===== src/rtl/alu_seq.sv =====
// rtl/alu_seq.sv - parametrised sequential ALU with valid/ready handshakes
// Single-cycle ops resolve at accept; SLL and MUL iterate in EXEC before HOLD.
module alu_seq #(
    parameter int WIDTH = 32
) (
    input  logic             clk,
    input  logic             rst,
    input  logic             in_valid,
    output logic             in_ready,
    input  logic [WIDTH-1:0] a,
    input  logic [WIDTH-1:0] b,
    input  logic [2:0]       op,
    output logic             out_valid,
    input  logic             out_ready,
    output logic [WIDTH-1:0] result,
    output logic             zero,
    output logic             negative,
    output logic             carry,
    output logic             overflow,
    output logic             busy
);
    localparam int SHW = $clog2(WIDTH);
    localparam int CW  = SHW + 1;

    localparam logic [2:0] OP_ADD = 3'b000;
    localparam logic [2:0] OP_SUB = 3'b001;
    localparam logic [2:0] OP_AND = 3'b010;
    localparam logic [2:0] OP_OR  = 3'b011;
    localparam logic [2:0] OP_XOR = 3'b100;
    localparam logic [2:0] OP_SLT = 3'b101;
    localparam logic [2:0] OP_SLL = 3'b110;
    localparam logic [2:0] OP_MUL = 3'b111;

    typedef enum logic [1:0] {S_IDLE, S_EXEC, S_HOLD} state_t;

    state_t               r_state;
    state_t               w_next;
    logic                 r_is_mul;
    logic [WIDTH-1:0]     r_sh;
    logic [WIDTH-1:0]     r_mc;
    logic [2*WIDTH-1:0]   r_acc;
    logic [CW-1:0]        r_cnt;

    logic                 w_accept;
    logic [SHW-1:0]       w_shamt;
    logic [WIDTH:0]       w_sum_add;
    logic [WIDTH:0]       w_sum_sub;
    logic                 w_slt;
    logic [WIDTH:0]       w_mstep;
    logic [2*WIDTH-1:0]   w_acc_next;
    logic                 w_load;
    logic [WIDTH-1:0]     w_res;
    logic                 w_c;
    logic                 w_v;

    assign in_ready  = (r_state == S_IDLE) && !rst;
    assign busy      = (r_state != S_IDLE);
    assign out_valid = (r_state == S_HOLD);
    assign w_accept  = in_valid && in_ready;
    assign w_shamt   = b[SHW-1:0];

    assign w_sum_add = {1'b0, a} + {1'b0, b};
    assign w_sum_sub = {1'b0, a} + {1'b0, ~b} + {{WIDTH{1'b0}}, 1'b1};
    assign w_slt     = $signed(a) < $signed(b);

    // Right-shifting shift-add: the multiplier occupies the low half and drains out as the product fills in
    assign w_mstep    = {1'b0, r_acc[2*WIDTH-1:WIDTH]} + {1'b0, r_mc & {WIDTH{r_acc[0]}}};
    assign w_acc_next = {w_mstep, r_acc[WIDTH-1:1]};

    always_comb begin
        w_next = r_state;
        w_load = 1'b0;
        w_res  = '0;
        w_c    = 1'b0;
        w_v    = 1'b0;
        case (r_state)
            S_IDLE: begin
                if (w_accept) begin
                    if (op == OP_MUL || (op == OP_SLL && w_shamt != '0)) begin
                        w_next = S_EXEC;
                    end else begin
                        w_next = S_HOLD;
                        w_load = 1'b1;
                        case (op)
                            OP_ADD: begin
                                w_res = w_sum_add[WIDTH-1:0];
                                w_c   = w_sum_add[WIDTH];
                                w_v   = (a[WIDTH-1] == b[WIDTH-1]) && (w_sum_add[WIDTH-1] != a[WIDTH-1]);
                            end
                            OP_SUB: begin
                                w_res = w_sum_sub[WIDTH-1:0];
                                w_c   = w_sum_sub[WIDTH];
                                w_v   = (a[WIDTH-1] != b[WIDTH-1]) && (w_sum_sub[WIDTH-1] != a[WIDTH-1]);
                            end
                            OP_AND:  w_res = a & b;
                            OP_OR:   w_res = a | b;
                            OP_XOR:  w_res = a ^ b;
                            OP_SLT:  w_res = {{(WIDTH-1){1'b0}}, w_slt};
                            OP_SLL:  w_res = a;
                            default: w_res = '0;
                        endcase
                    end
                end
            end
            S_EXEC: begin
                if (r_cnt == CW'(1)) begin
                    w_next = S_HOLD;
                    w_load = 1'b1;
                    if (r_is_mul) begin
                        w_res = w_acc_next[WIDTH-1:0];
                        w_c   = |w_acc_next[2*WIDTH-1:WIDTH];
                        w_v   = |w_acc_next[2*WIDTH-1:WIDTH];
                    end else begin
                        w_res = {r_sh[WIDTH-2:0], 1'b0};
                        w_c   = r_sh[WIDTH-1];
                    end
                end
            end
            S_HOLD: begin
                if (out_ready) begin
                    w_next = S_IDLE;
                end
            end
            default: w_next = S_IDLE;
        endcase
    end

    always_ff @(posedge clk or posedge rst) begin
        if (rst) begin
            r_state  <= S_IDLE;
            r_is_mul <= 1'b0;
            r_sh     <= '0;
            r_mc     <= '0;
            r_acc    <= '0;
            r_cnt    <= '0;
        end else begin
            r_state <= w_next;
            if (r_state == S_IDLE && w_accept) begin
                r_is_mul <= (op == OP_MUL);
                r_sh     <= a;
                r_mc     <= b;
                r_acc    <= {{WIDTH{1'b0}}, a};
                r_cnt    <= (op == OP_MUL) ? CW'(WIDTH) : {1'b0, w_shamt};
            end else if (r_state == S_EXEC) begin
                r_cnt <= r_cnt - CW'(1);
                if (r_is_mul) begin
                    r_acc <= w_acc_next;
                end else begin
                    r_sh <= {r_sh[WIDTH-2:0], 1'b0};
                end
            end
        end
    end

    always_ff @(posedge clk or posedge rst) begin
        if (rst) begin
            result   <= '0;
            zero     <= 1'b0;
            negative <= 1'b0;
            carry    <= 1'b0;
            overflow <= 1'b0;
        end else if (w_load) begin
            result   <= w_res;
            zero     <= (w_res == '0);
            negative <= w_res[WIDTH-1];
            carry    <= w_c;
            overflow <= w_v;
        end
    end
endmodule

===== config.mk =====
export PLATFORM = sky130hd
export DESIGN_NAME = alu_seq
export DESIGN_NICKNAME = d
export VERILOG_FILES = /design/src/rtl/alu_seq.sv
export SDC_FILE = /design/constraint.sdc
export NUM_CORES = 1
export LEC_CHECK = 0
export ABC_AREA = 1
export BUFFER_PORTS_ARGS = -buffer_cell sky130_fd_sc_hd__buf_4
export CAP_MARGIN = 20
export CORE_ASPECT_RATIO = 1.4
export CORE_UTILIZATION = 33
export CTS_CLUSTER_DIAMETER = 40
export DETAILED_ROUTE_END_ITERATION = 6
export PLACE_DENSITY_LB_ADDON = 0.25
export SYNTH_ARGS = -nofsm -noshare
export SYNTH_HDL_FRONTEND = slang
export SYNTH_SLANG_ARGS = --single-unit

===== constraint.sdc =====
create_clock -name clk -period 5.35 [get_ports clk]
set_input_delay 0.8025 -clock clk [delete_from_list [all_inputs] [get_ports clk]]
set_output_delay 0.8025 -clock clk [all_outputs]
set_load 0.005 [all_outputs]

Word-level counts from Yosys, hierarchy flattened
Index checks and enable logic that the tools add are counted.
- add/subtract/negate cells: 5
- shifts and indexed selects: 0
- multiply operators: 0
- equality and inequality tests: 18
- divide/modulo/power cells: 0
- reductions and logical operators: 19
- muxes and demuxes: 36
- $lt $le $gt $ge: 1
- bitwise logic cells: 5
- operators by type and width (operator ; number):
    $mux 32 ; 7
    $pmux 32 s7 ; 1
    $mux 64 ; 3
    $add 32x32->33 ; 3
    $and 32x32->32 ; 2
    $pmux 32 s2 ; 1
    $add 33x1->33 const B ; 1
    $logic_not 32->1 ; 1
    $lt 32x32->1 ; 1
    $not 32->32 ; 1
    $or 32x32->32 ; 1
    $reduce_or 32->1 ; 1
    $xor 32x32->32 ; 1
    $mux 6 ; 3
    $eq 3x3->1 const B ; 4
    $mux 1 ; 11
    $pmux 1 s2 ; 5
    $mux 2 ; 4
    $eq 3x2->1 const B ; 2
    $eq 6x1->1 const B ; 1
    $logic_and 1x1->1 ; 6
    $pmux 2 s3 ; 1
    $reduce_bool 2->1 ; 3
    $sub 6x1->6 const B ; 1
    other kinds (14) ; 19
- word-level logic and storage cells: 95
- latch bits: 0
- bits in writable memories: 0
- memories: 0
- input port bits: 71
- bits in read-only memories: 0
- output and inout port bits: 39
- flip-flop bits (word level): 173

Depth between registers and ports, before layout
- depth in word-level cells: 9
- depth in mapped cells: 24
- depth with buffers taken out: 23

Worst setup path after synthesis
Ideal clock, no wire load.
- path type: register to register
- start point: register r_acc[0]
- end point: register overflow
- cell stages (with the launch flop): 20
- arrival time: 2.685 ns
- setup slack: 2.540 ns
- setup time: 0.125 ns
- clock period less this slack: 2.810 ns
- required time: 5.225 ns
- path through: dfrtp_1 clkbuf_1 clkbuf_1 nand2_1 inv_1 ha_1 fa_1 nand3_1 nand3_1 a21oi_1 o21ai_0 nand3_1 nand2_1 xor2_1 nor2_1 nand2_1 nor2_1 nand3_1 nand2_1 nand3_1
- cells in the longest elaborated chain, start to end: 6
- RTL lines (item ; RTL line ; RTL):
    start, declared ; 41 ; logic [2*WIDTH-1:0] r_acc;
    start signal, assigned ; 142 ; r_acc <= {{WIDTH{1'b0}}, a};
    start signal, assigned ; 147 ; r_acc <= w_acc_next;
    $and 32x32->32 ; 67 ; assign w_mstep = {1'b0, r_acc[2*WIDTH-1:WIDTH]} + {1'b0, r_mc & {WIDTH{r_acc[0]}}};
    $add 32x32->33 ; 67 ;
    $reduce_or 32->1 ; 112 ; w_v = |w_acc_next[2*WIDTH-1:WIDTH];
    $mux 1 ; 109 ; if (r_is_mul) begin
    $mux 1 ; 106 ; if (r_cnt == CW'(1)) begin
    $pmux 1 s2 ; 76 ; case (r_state)
    end signal, assigned ; 167 ; overflow <= w_v;
    end, declared ; 19 ; output logic overflow,
No other way between the ends.
A chain may end at the register's enable or synchronous reset.

Worst setup path in the final report
- start point: input port b[0]
- end point: register zero
- cells in the longest elaborated chain, start to end: 8
- RTL lines (item ; RTL line ; RTL):
    start, declared ; 11 ; input logic [WIDTH-1:0] b,
    $not 32->32 ; 63 ; assign w_sum_sub = {1'b0, a} + {1'b0, ~b} + {{WIDTH{1'b0}}, 1'b1};
    $add 32x32->33 ; 63 ;
    $add 33x1->33 ; 63 ;
    $pmux 32 s7 ; 84 ; case (op)
    $mux 32 ; 79 ; if (op == OP_MUL || (op == OP_SLL && w_shamt != '0)) begin
    $mux 32 ; 78 ; if (w_accept) begin
    $pmux 32 s2 ; 76 ;
    $logic_not 32->1 ; 164 ; zero <= (w_res == '0);
    end signal, assigned ; 164 ;
    end, declared ; 16 ; output logic zero,
Parallel ways exist; a longest one is shown, timed or not.

==> key figures <==
Synthesis
  – Syn_nets: 2910
  – Asr flop ratio synth: 100%
  – Adder-Cell Fraction of Synth Area: 10.5%
  – Main combinational cell family by area after synthesis: simple AND/OR/NAND/NOR gates
  – EDFF count, synth: 0
  – Synth Warn #: 0
  – Post-Syn Area per Cell: 6.22 um2
  – Register bit total from synthesis: 172
  – Cell Area, Synth: 16800 um2
  – Complex-gate fraction of the synthesized area: 15.8%
  – Sequential element share of the synthesized area: 25.6%
  – Gate Count Post-Synth: 2700
  – Post-synthesis xor/xnor area fraction: 1.36%
  – Post-synth top flop: dfrtp_1
  – Synth Area in Simple Gates: 33.4%
  – Post-synthesis mux area share: 0%
  – Post-synth cell types: 45

Worst hold path
  – Worst hold endpoint: r_mc[1]
  – Class of the most critical hold timing path: flop to flop
  – Worst hold path cell count: 2
  – Hold Path Origin: r_mc[1]

STA
  – Setup TNS Final: 0 ns
  – Skew final: 0.0107 ns
  – Final setup violation count: 0
  – Worst slew margin: 27.9%
  – RSZ-0062 raised after global routing: false
  – Fin. max-slew vios: 0
  – Period minus WS final: 3.80 ns
  – Final worst path period share: 71.0%
  – FMAX: 263 MHz
  – Slew @ Worst Pin: 1.08 ns
  – Final hold violations: 0

Power and ir drop
  – Pwr/cell area: 327 nW/um2
  – Leakage: 0.0104 uW
  – Maximum VDD drop: 0.201 mV

Floorplanning
  – Die Y: 269 um
  – Core area: 50100 um2
  – Boundary Pins: 110
  – Die width: 193 um
  – FP Rows: 97
  – Starting density of the core: 33.5%
  – Die area: 51800 um2

Global routing
  – First-pass GRT wire length: 106000 um
  – Antenna violations before repair: 0
  – Largest net degree at the start of global routing: 173
  – GRT Total Usage: 27.6%
  – Vias in the first global route: 17800
  – Total congestion overflow: 0

Route
  – Post-route ant nets: 0
  – DRC errors left: 4
  – Vias per cell: 5.31
  – Routed len/inst: 20.8 um
  – Routed Wire Length: 71000 um
  – DRT iter0 DRCs: 1277
  – Vias post-DR: 18100
  – Initial DRT Pass Iterations: 7

Layout
  – Fin nets: 2963
  – # diodes: 0
  – Fin cells: 3408
  – Share of cells above drive strength 1: 7.67%
  – Area grow syn2layout: 11.5%
  – Final Core Density: 37.3%

Worst setup path
  – Worst EP arrival: 4.18 ns
  – Worst r2r path cells: 18
  – CP dominant cell by count: nand2_1
  – Worst-path maximum fanout: 5
  – Required time of the critical path: 5.73 ns
  – Setup crit end kind: flop
  – Crit start category: primary input
  – Crit Path Category: primary input to flop
  – Largest stage delay on the critical path: 0.48 ns
  – Critical R2R Capture: carry
  – R2R Path Start: r_acc[0]
  – Slowest CP cell: ha_1
  – Critical path, cell by cell: buf_4 > ha_1 > inv_1 > fa_1 > inv_1 > nand3_1 > nand2_1 > nand3_1 > nand2_1 > nand2_1 > nand3_1 > nand4_1 > a21oi_1 > nand2_1 > nor2_1 > nand3_1 > nor2_1 > nand4_1 > nand2_1
  – Worst reg2reg setup slack: 1.77 ns

Clock network
  – Sink Count: 172
  – Setup repair bufs after CTS: 0
  – Worst skew pair latency: 0.44 ns
  – Number of gates resized after CTS: 0
  – Clock transition at path regs: 0.07 ns
  – # hold bufs at CTS: 0
  – CTS max path bufs: 2
  – Root Buffer: clkbuf_16
  – CTS Buf Count: 17
  – CTS tree: done
  – Htree depth: 4

Status
  – Status: finished with violations
  – Failing checks: design-rule violations

Placement
  – Routability Congestion: 1.03
  – Dpl cells: 3377
  – PortBufs: 109
  – Post-DP HPWL: 57800 um

Flow run
  – Max Cap Viol: 0
==> critical path: cells and delay by family <==
family,cells,cell delay [ns]
adder cells (fa/ha/maj),2,0.92
AND/OR/NAND/NOR,13,1.71
buffers and inverters,3,0.51
AO/OA/AOI/OAI,1,0.24
==> power breakdown <==
| group | internal [uW] | total, uW | switching, uW | leakage (uW) |
|---|---|---|---|---|
| Combinational | 963 | 2770 | 1810 | 0.00788 |
| Clock | 642 | 1210 | 564 | 0.000264 |
| Sequential | 1780 | 2140 | 355 | 0.00222 |
| Total | 3390 | 6120 | 2730 | 0.0104 |
==> stage by stage <==
stage	hold WS (ns)	worst slack [ns]	power, uW	instance area (um2)
2_1_floorplan	0.449	2.35	3780	16800
3_3_place_gp	0.468	1.10	4890	18100
3_5_place_dp	0.466	1.16	4890	18200
4_1_cts	0.484	1.63	6130	18700
5_1_grt	0.498	1.46	6570	18700
6_report	0.481	1.55	6120	18700
==> metal layers <==
metal / vias up / wire length, um / GRT usage, %
met1: 8601 / 28100 / 33.1
met4: 0 / 4630 / 16.6
met2: 608 / 35000 / 48.0
met5: - / 0 / 0
met3: 166 / 3250 / 2.11
li1: 8737 / - / -
==> cell usage in the layout (no fill, tap or decap), types with 3 or more instances in the layout <==
cell type	n
o21ai_0	172
a21oi_2	3
buf_4	128
ha_1	136
o21bai_1	16
nand4_1	44
and3_1	3
nor3_2	4
a21oi_1	120
a221oi_1	20
dfrtp_1	171
nor2_1	189
clkbuf_16	17
fa_1	3
nand2_2	11
nand3_1	206
and2_1	4
nor2_2	8
inv_1	458
nand2_1	849
o211ai_1	8
a22o_1	19
inv_2	14
nand3_2	5
o221ai_1	35
o21ai_1	5
o22ai_1	34
clkinvlp_4	4
clkinv_2	4
a31oi_1	3
nor3_1	20
xor2_1	25
==> cell families after synthesis <==
group,after synthesis
buffers and inverters,569
adders and majority gates,139
xor gates and xnor gates,26
AOI/OAI and AO/OA,445
DFF,172
and+or+nand+nor,1349
==> sequential cells by signal, indices dropped and copies added (netlist names) <==
| register | count |
|---|---|
| r_cnt | 6 |
| r_state | 2 |
| r_sh | 32 |
| r_is_mul | 1 |
| carry | 1 |
| r_mc | 32 |
| overflow | 1 |
| result | 32 |
| zero | 1 |
| r_acc | 64 |
==> worst max path at each step <==
stage / cells past startpoint / slack (ns) / endpoint / from
floorplan: 1 / 2.35 / carry / rst
global placement: 19 / 1.10 / zero / b[0]
detailed placement: 19 / 1.16 / zero / b[0]
CTS: 19 / 1.63 / zero / b[0]
global route: 19 / 1.46 / zero / b[0]
finish: 19 / 1.55 / zero / b[0]
==> synth_stat cells, types with 2 or more instances <==
library cell,instances,share of area [%]
nand2_1,850,19
o21ai_1,6,0.18
and2_1,4,0.15
nor3_2,4,0.24
and3_1,3,0.11
buf_1,8,0.18
o22ai_1,34,1.3
a31oi_1,3,0.11
inv_1,460,10
a21oi_1,120,3.6
inv_2,13,0.29
buf_6,2,0.13
nor2_2,7,0.26
o221ai_1,35,1.8
nand2_2,10,0.37
o211ai_1,8,0.36
ha_1,136,10
o21a_1,2,0.089
xor2_1,25,1.3
nor3_1,20,0.60
o21bai_1,16,0.72
o21ai_0,172,5.1
buf_2,32,0.95
nor2_1,191,4.3
buf_4,13,0.58
a21o_1,2,0.089
dfrtp_1,172,26
a211oi_1,2,0.089
nand3_2,5,0.30
nand4_1,44,1.6
fa_1,3,0.36
clkbuf_1,41,0.92
nand3_1,206,6.1
a221oi_1,20,1.0
a22o_1,19,0.99
a21oi_2,3,0.16
==> layout make-up <==
type | count | area (um2)
Tap cell | 643 | 805
Clock inverter | 13 | 119
Clock buffer | 18 | 429
Multi-Input combinational cell | 1959 | 10300
Sequential cell | 172 | 4310
Timing Repair Buffer | 130 | 1010
Fill cell | 5486 | 31400
Inverter | 473 | 1780
No activity file was read; power rests on OpenSTA's default activity.
